$ cat src/rtl/vga_timing.sv
// Raster timing generator: beam position, syncs, active flag, line/frame strobes and a
// frame counter, all registered and decoded from the same next-state position.
`timescale 1ns/1ps
module vga_timing #(
    parameter int H_ACTIVE        = 640,
    parameter int H_FRONT_PORCH   = 16,
    parameter int H_SYNC_PULSE    = 96,
    parameter int H_BACK_PORCH    = 48,
    parameter int V_ACTIVE        = 480,
    parameter int V_FRONT_PORCH   = 10,
    parameter int V_SYNC_PULSE    = 2,
    parameter int V_BACK_PORCH    = 33,
    parameter int SYNC_ACTIVE_LOW = 1,
    parameter int FRAME_BITS      = 8,
    localparam int H_TOTAL = H_ACTIVE + H_FRONT_PORCH + H_SYNC_PULSE + H_BACK_PORCH,
    localparam int V_TOTAL = V_ACTIVE + V_FRONT_PORCH + V_SYNC_PULSE + V_BACK_PORCH,
    localparam int XB      = $clog2(H_TOTAL),
    localparam int YB      = $clog2(V_TOTAL)
) (
    input  logic                  clk,
    input  logic                  rst,
    input  logic                  enable,
    output logic [XB-1:0]         pixel_x,
    output logic [YB-1:0]         pixel_y,
    output logic                  hsync,
    output logic                  vsync,
    output logic                  active,
    output logic                  line_start,
    output logic                  frame_start,
    output logic [FRAME_BITS-1:0] frame_counter
);

    localparam int HS_BEG = H_ACTIVE + H_FRONT_PORCH;
    localparam int HS_END = HS_BEG + H_SYNC_PULSE;
    localparam int VS_BEG = V_ACTIVE + V_FRONT_PORCH;
    localparam int VS_END = VS_BEG + V_SYNC_PULSE;

    localparam logic [XB-1:0] X_LAST = XB'(H_TOTAL - 1);
    localparam logic [YB-1:0] Y_LAST = YB'(V_TOTAL - 1);

    localparam logic SYNC_ON  = (SYNC_ACTIVE_LOW != 0) ? 1'b0 : 1'b1;
    localparam logic SYNC_OFF = ~SYNC_ON;

    typedef enum logic {IDLE, RUN} state_t;

    state_t                state_q, state_d;
    logic [XB-1:0]         x_q, x_d;
    logic [YB-1:0]         y_q, y_d;
    logic                  hs_q, hs_d;
    logic                  vs_q, vs_d;
    logic                  act_q, act_d;
    logic                  ls_q, ls_d;
    logic                  fs_q, fs_d;
    logic [FRAME_BITS-1:0] fc_q, fc_d;
    logic                  step;

    // Range decodes widen by one bit so an end bound equal to 2^XB / 2^YB cannot wrap.
    function automatic logic x_in(input logic [XB-1:0] x, input int lo, input int hi);
        return ({1'b0, x} >= (XB+1)'(lo)) && ({1'b0, x} < (XB+1)'(hi));
    endfunction

    function automatic logic y_in(input logic [YB-1:0] y, input int lo, input int hi);
        return ({1'b0, y} >= (YB+1)'(lo)) && ({1'b0, y} < (YB+1)'(hi));
    endfunction

    always_comb begin
        state_d = state_q;
        x_d     = x_q;
        y_d     = y_q;
        fc_d    = fc_q;
        hs_d    = hs_q;
        vs_d    = vs_q;
        act_d   = act_q;
        ls_d    = 1'b0;
        fs_d    = 1'b0;
        step    = 1'b0;

        case (state_q)
            IDLE: begin
                if (enable) begin
                    state_d = RUN;
                    x_d     = '0;
                    y_d     = '0;
                    step    = 1'b1;
                end
            end
            RUN: begin
                if (enable) begin
                    step = 1'b1;
                    if (x_q == X_LAST) begin
                        x_d = '0;
                        if (y_q == Y_LAST) begin
                            y_d  = '0;
                            fc_d = fc_q + FRAME_BITS'(1);
                        end else begin
                            y_d = y_q + YB'(1);
                        end
                    end else begin
                        x_d = x_q + XB'(1);
                    end
                end
            end
            default: state_d = IDLE;
        endcase

        // Flags are refreshed only on an advance so a frozen raster keeps its levels.
        if (step) begin
            hs_d  = x_in(x_d, HS_BEG, HS_END) ? SYNC_ON : SYNC_OFF;
            vs_d  = y_in(y_d, VS_BEG, VS_END) ? SYNC_ON : SYNC_OFF;
            act_d = x_in(x_d, 0, H_ACTIVE) && y_in(y_d, 0, V_ACTIVE);
            ls_d  = (x_d == '0);
            fs_d  = (x_d == '0) && (y_d == '0);
        end
    end

    always_ff @(posedge clk or posedge rst) begin
        if (rst) begin
            state_q <= IDLE;
            x_q     <= '0;
            y_q     <= '0;
            hs_q    <= SYNC_OFF;
            vs_q    <= SYNC_OFF;
            act_q   <= 1'b0;
            ls_q    <= 1'b0;
            fs_q    <= 1'b0;
            fc_q    <= '0;
        end else begin
            state_q <= state_d;
            x_q     <= x_d;
            y_q     <= y_d;
            hs_q    <= hs_d;
            vs_q    <= vs_d;
            act_q   <= act_d;
            ls_q    <= ls_d;
            fs_q    <= fs_d;
            fc_q    <= fc_d;
        end
    end

    assign pixel_x       = x_q;
    assign pixel_y       = y_q;
    assign hsync         = hs_q;
    assign vsync         = vs_q;
    assign active        = act_q;
    assign line_start    = ls_q;
    assign frame_start   = fs_q;
    assign frame_counter = fc_q;

endmodule
$ cat config.mk
export PLATFORM = sky130hd
export DESIGN_NAME = vga_timing
export DESIGN_NICKNAME = d
export VERILOG_FILES = /design/src/rtl/vga_timing.sv
export SDC_FILE = /design/constraint.sdc
export NUM_CORES = 1
export LEC_CHECK = 0
export BUFFER_PORTS_ARGS = -buffer_cell sky130_fd_sc_hd__buf_2
export CAP_MARGIN = 20
export CORE_UTILIZATION = 30
export DETAILED_ROUTE_END_ITERATION = 8
export SYNTH_ARGS = -nofsm -noshare
export SYNTH_HDL_FRONTEND = slang
export SYNTH_SLANG_ARGS = --single-unit
$ cat constraint.sdc
create_clock -name clk -period 3 [get_ports clk]
set_input_delay 0.45 -clock clk [delete_from_list [all_inputs] [get_ports clk]]
set_output_delay 0.45 -clock clk [all_outputs]
set_load 0.01 [all_outputs]
## Word level (Yosys, flattened, before mapping)

Index checks and enable logic that the tools add are counted.

- Register bits after elaboration: 34
- Output and inout bits: 33

- Add/sub/neg operators: 3
- Order comparisons: 6
- Equality and inequality tests: 2
- Mux-type cells: 15
- Bitwise gates (word level): 1
- Reduce and logical (&&, ||, !) cells: 7

Operators by type and width:

| cell | count |
|---|---|
| two-way mux 10 bit | 7 |
| one-hot mux 10 bit (2 select lines) | 2 |
| adder 10 x 1 -> 10 bit, second input constant | 2 |
| == test 10 bit, second input constant | 2 |
| logical NOT 10 bit | 2 |
| less-than comparator 10 bit, second input constant | 2 |
| less-than comparator 10 x 9 -> 1 bit, second input constant | 2 |
| >= comparator 10 bit, second input constant | 1 |
| >= comparator 10 x 9 -> 1 bit, second input constant | 1 |
| adder 8 x 1 -> 8 bit, second input constant | 1 |
| two-way mux 1 bit | 6 |
| logical AND 1 bit | 4 |
| AND reduction 4 bit | 1 |
| NOT 1 bit | 1 |

## Longest topological paths before layout

- Word-level depth: 8
- Gate-level depth with buffers: 9
- Depth with buffers taken out: 9

## Worst setup path before layout

Ideal clock, no wire load.

- Path kind: register to register
- From: register x_q[6], in the netlist pixel_x[6]
- To: register act_q, in the netlist active
- Arrival time: 2.258 ns
- Slack: 0.621 ns
- Cell stages (with the launch flop): 9
- Buffers on the path: 1
- Period minus slack after synthesis: 2.379 ns
- Cells stage by stage: dfrtp_1 > buf_6 > or3b_1 > or4_1 > or3_1 > and3_4 > nor2b_4 > nand3_1 > a22o_1

- Word-level cells in the longest chain between the ends: 6
- Elaborated cells on any way between the ends: 12
- Classes of those cells: add/sub: 1; order compare: 2; eq/ne: 1; mux: 7; reduce/logical: 1

RTL lines:

| element | RTL line | RTL |
|---|---|---|
| from (decl) | 47 | `logic [XB-1:0] x_q, x_d;` |
| from (signal assigned) | 119 | `x_q <= '0;` |
| from (signal assigned) | 129 | `x_q <= x_d;` |
| adder 10 x 1 -> 10 bit or == test 10 bit (tied branches) | 99, 90 |  |
| two-way mux 10 bit | 90 | `if (x_q == X_LAST) begin` |
| two-way mux 10 bit | 88 | `if (enable) begin` |
| one-hot mux 10 bit (2 select lines) | 78 | `case (state_q)` |
| less-than comparator 10 bit or less-than comparator 10 x 9 -> 1 bit (tied branches) | 59, 63 |  |
| logical AND 1 bit (*) | 110 | `act_d = x_in(x_d, 0, H_ACTIVE) && y_in(y_d, 0, V_ACTIVE);` |
| to (signal assigned) | 133 | `act_q <= act_d;` |
| to (decl) | 51 | `logic act_q, act_d;` |

Every way passes the cells marked *; elsewhere a longest branch is shown, timed or not.
A chain may end at the register's enable or synchronous reset.

## Worst setup path in the final report

- From: register y_q[0], in the netlist pixel_y[0]
- To: register vs_q, in the netlist vsync

- Word-level cells in the longest chain between the ends: 8
- Elaborated cells on any way between the ends: 11
- Classes of those cells: add/sub: 1; order compare: 2; eq/ne: 1; mux: 6; reduce/logical: 1

RTL lines:

| element | RTL line | RTL |
|---|---|---|
| from (decl) | 48 | `logic [YB-1:0] y_q, y_d;` |
| from (signal assigned) | 130 | `y_q <= y_d;` |
| adder 10 x 1 -> 10 bit or == test 10 bit (tied branches) | 96, 92 |  |
| two-way mux 10 bit (*) | 92 | `if (y_q == Y_LAST) begin` |
| two-way mux 10 bit (*) | 90 |  |
| two-way mux 10 bit (*) | 88 |  |
| one-hot mux 10 bit (2 select lines) (*) | 78 |  |
| net y_d[8] | 48 |  |
| >= comparator 10 x 9 -> 1 bit or less-than comparator 10 x 9 -> 1 bit (tied branches) | 63 | `return ({1'b0, y} >= (YB+1)'(lo)) && ({1'b0, y} < (YB+1)'(hi));` |
| logical AND 1 bit (*) | 63 |  |
| two-way mux 1 bit (*) | 109 | `vs_d = y_in(y_d, VS_BEG, VS_END) ? SYNC_ON : SYNC_OFF;` |
| to (signal assigned) | 132 | `vs_q <= vs_d;` |
| to (decl) | 50 | `logic vs_q, vs_d;` |

Mark *: on every way through the listed nets, which the timed path passes. The rest lies on a longest branch.

==> results.cfg <==
[clock_network]
hold_buffers = 0
clk_latency_ns = 0.29
clk_path_buf_depth = 2
cts_setup_buffers = 0
cts_resized = 0
cts_tree = built
path_clk_slew_ns = 0.07
cts.sinks = 34
cts_buffers = 5
htreeDepth = 2
ctsRootBufferMaster = clkbuf_8

[final_layout]
final_cell_mix = buf_2, dfrtp_1, nor2_1, nand2_1
layout.nets = 272
diodes = 0
final_common_cell = buf_2
drive_above_1_share_pct = 22.9
fillCellCount = 661
syn_to_final_growth_pct = 16.7

[sta]
relSlewSlack_pct = 57.0
setup_tns_ns = 0
rsz0062_at_grt = no
worst_slew_pin_slew_ns = 0.644
skew_ns = 0.00546
hold_slack_ns = 0.234
finalCritPeriodShare_pct = 85.6
setup_viol = 0
setup_slack_ns = 0.431
period_needed_ns = 2.57
hold_violations = 0
drv_slew = 0
max_freq_ghz = 0.389

[worst_setup_path]
end_kind = flop
cp_data_required_time_ns = 3.21
critPathLaunchType = flop
arrival_ns = 2.78
r2r_cells = 9
rrSetupSlack_ns = 0.43
r2r_end = vsync$_DFFE_PP1P_
path_class = flop to flop
crit_path_max_fanout = 6
r2r-start = pixel_y[0]$_DFF_PP0_

[route]
ant_nets = 0
via_per_inst = 5.42
post_drt_wl_per_cell_um = 15.6
dr_total_vias = 1859
drcViolationCount = 2
dr.pass1.iters = 9
drtIter0Drc = 134
finalWirelength_um = 5340

[synthesis]
async_flop_share_pct = 100
synthXorXnorAreaFrac_pct = 8.07
yosysWarnings = 0
synth_ff_type = dfrtp_1
synth_cell_types = 52
synth.avg_cell_area_um2 = 9.01
synth_compound_area_share_pct = 12.7
synth.area.mux_share_pct = 1.52
synth_fp_nets = 236
netlist_instances = 229
ys_seq_elements = 34
synth_fa_ha_area_share_pct = 2.43
syn_area_um2 = 2060
yosys.area_share.simple_pct = 28.6
ys_seq_area_share_pct = 41.4
synth_top_family_by_area = simple AND/OR/NAND/NOR gates
synth-edff-count = 0

[min_path]
hp-class = input port to async pin

[grt]
track_usage_pct = 16.1
antenna_found_initial = 0
grt_max_degree = 20
gr-total-overflow = 0
grt_pass1_wl_um = 9030
first_global_vias = 1770

[die]
start_util_pct = 31.8
core_area_um2 = 6490
num_rows = 29
die_area_um2 = 7210
die_h_um = 84.9
io_pins = 36
die_width_um = 84.9

[placement]
hpwlAfterDp_um = 4010
pre_cts_ws_ns = 0.427
place_congestion = 0.902
io_buffer_count = 35

[power]
power_uw = 1090
power_density_nw_per_um2 = 452
p_leak_uw = 0.00110
vdd_ir_drop_max_uv = 147

[outcome]
violations = DRC
status = finished, violations left

[job]
maxCapViolCount = 0
## final cells by class
cell class,instances,area [um^2],area share (%)
timing repair buffer,42,228,9.45
multi-input combinational,170,1100,45.7
clock buffer,6,72.6,3.01
tap,77,96.3,4.00
clock inverter,2,13.8,0.571
inverter,12,45.0,1.87
sequential,34,853,35.4
## worst max-delay path by stage
stage / start / slack [ns] / cells past startpoint / endpoint
3_5_place_dp: pixel_y[0]$_DFF_PP0_ / 0.43 / 9 / frame_counter[7]$_DFFE_PP0P_
2_1_floorplan: pixel_x[6]$_DFF_PP0_ / 0.62 / 8 / active$_DFFE_PP0P_
6_report: pixel_y[0]$_DFF_PP0_ / 0.43 / 9 / vsync$_DFFE_PP1P_
5_1_grt: pixel_y[1]$_DFF_PP0_ / 0.1 / 9 / frame_start$_DFF_PP0_
3_3_place_gp: pixel_y[0]$_DFF_PP0_ / 0.44 / 9 / frame_counter[7]$_DFFE_PP0P_
4_1_cts: pixel_y[0]$_DFF_PP0_ / 0.41 / 9 / frame_counter[7]$_DFFE_PP0P_
## sequential cells by signal, indices dropped and copies added (netlist names)
signal,count
active,1
state_q,1
frame_counter,8
pixel_x,10
frame_start,1
line_start,1
pixel_y,10
vsync,1
hsync,1
## report_power, final
group,switching [uW],internal [uW],total [uW]
Sequential,58.1,492,550
Combinational,120,83.7,204
Clock,172,164,336
## synthesized netlist by cell type, types with 3 or more instances
cell type	number	area share, %
a31oi_1	6	1.8
clkbuf_1	7	1.3
nor3_1	6	1.5
xor2_1	5	2.1
nand2_1	19	3.5
buf_2	3	0.73
and3_1	3	0.91
nand3_1	11	2.7
inv_1	12	2.2
xnor2_1	14	5.9
nor2_1	22	4.0
nor4_1	6	1.8
nand4_1	14	4.2
dfrtp_1	32	39
o21ai_0	12	2.9
a21oi_1	7	1.7
ha_1	4	2.4
and4_1	3	1.3
nand4b_1	3	1.3
## critical path: stages, from the launching register on
cell     delay [ns]
dfrtp_1        0.46
inv_1          0.13
ha_1           0.15
or3b_1         0.37
or4_4          0.46
o21ai_2        0.25
o21ai_2        0.13
nor2b_4        0.14
and3_2         0.21
a31oi_1        0.19
## routing by layer
metal | wire [um] | up-vias | track usage (%)
li1 | - | 902 | -
met1 | 2480 | 881 | 21.7
met2 | 2390 | 63 | 24.9
met3 | 356 | 13 | 3.99
met4 | 119 | 0 | 6.63
met5 | 0 | - | 0
## per-stage QoR
stage | utilization [%] | instances | instance area [um^2]
floorplan | - | 229 | 2060
finish | 37.1 | 343 | 2410
detailed placement | 35.8 | 335 | 2320
global route | 37.1 | 343 | 2410
CTS | 37.1 | 343 | 2410
global placement | 35.8 | 335 | 2320
## logic make-up (layout without fill, tap and decap cells)
group                    Yosys count  count (layout)
multiplexers                       3               3
buffers and inverters             25              62
adder cells (fa/ha/maj)            4               4
AO/OA/AOI/OAI                     39              39
AND/OR/NAND/NOR                  105             105
flip-flops                        34              34
XOR/XNOR                          19              19
Power figures use the tool's default switching activity.
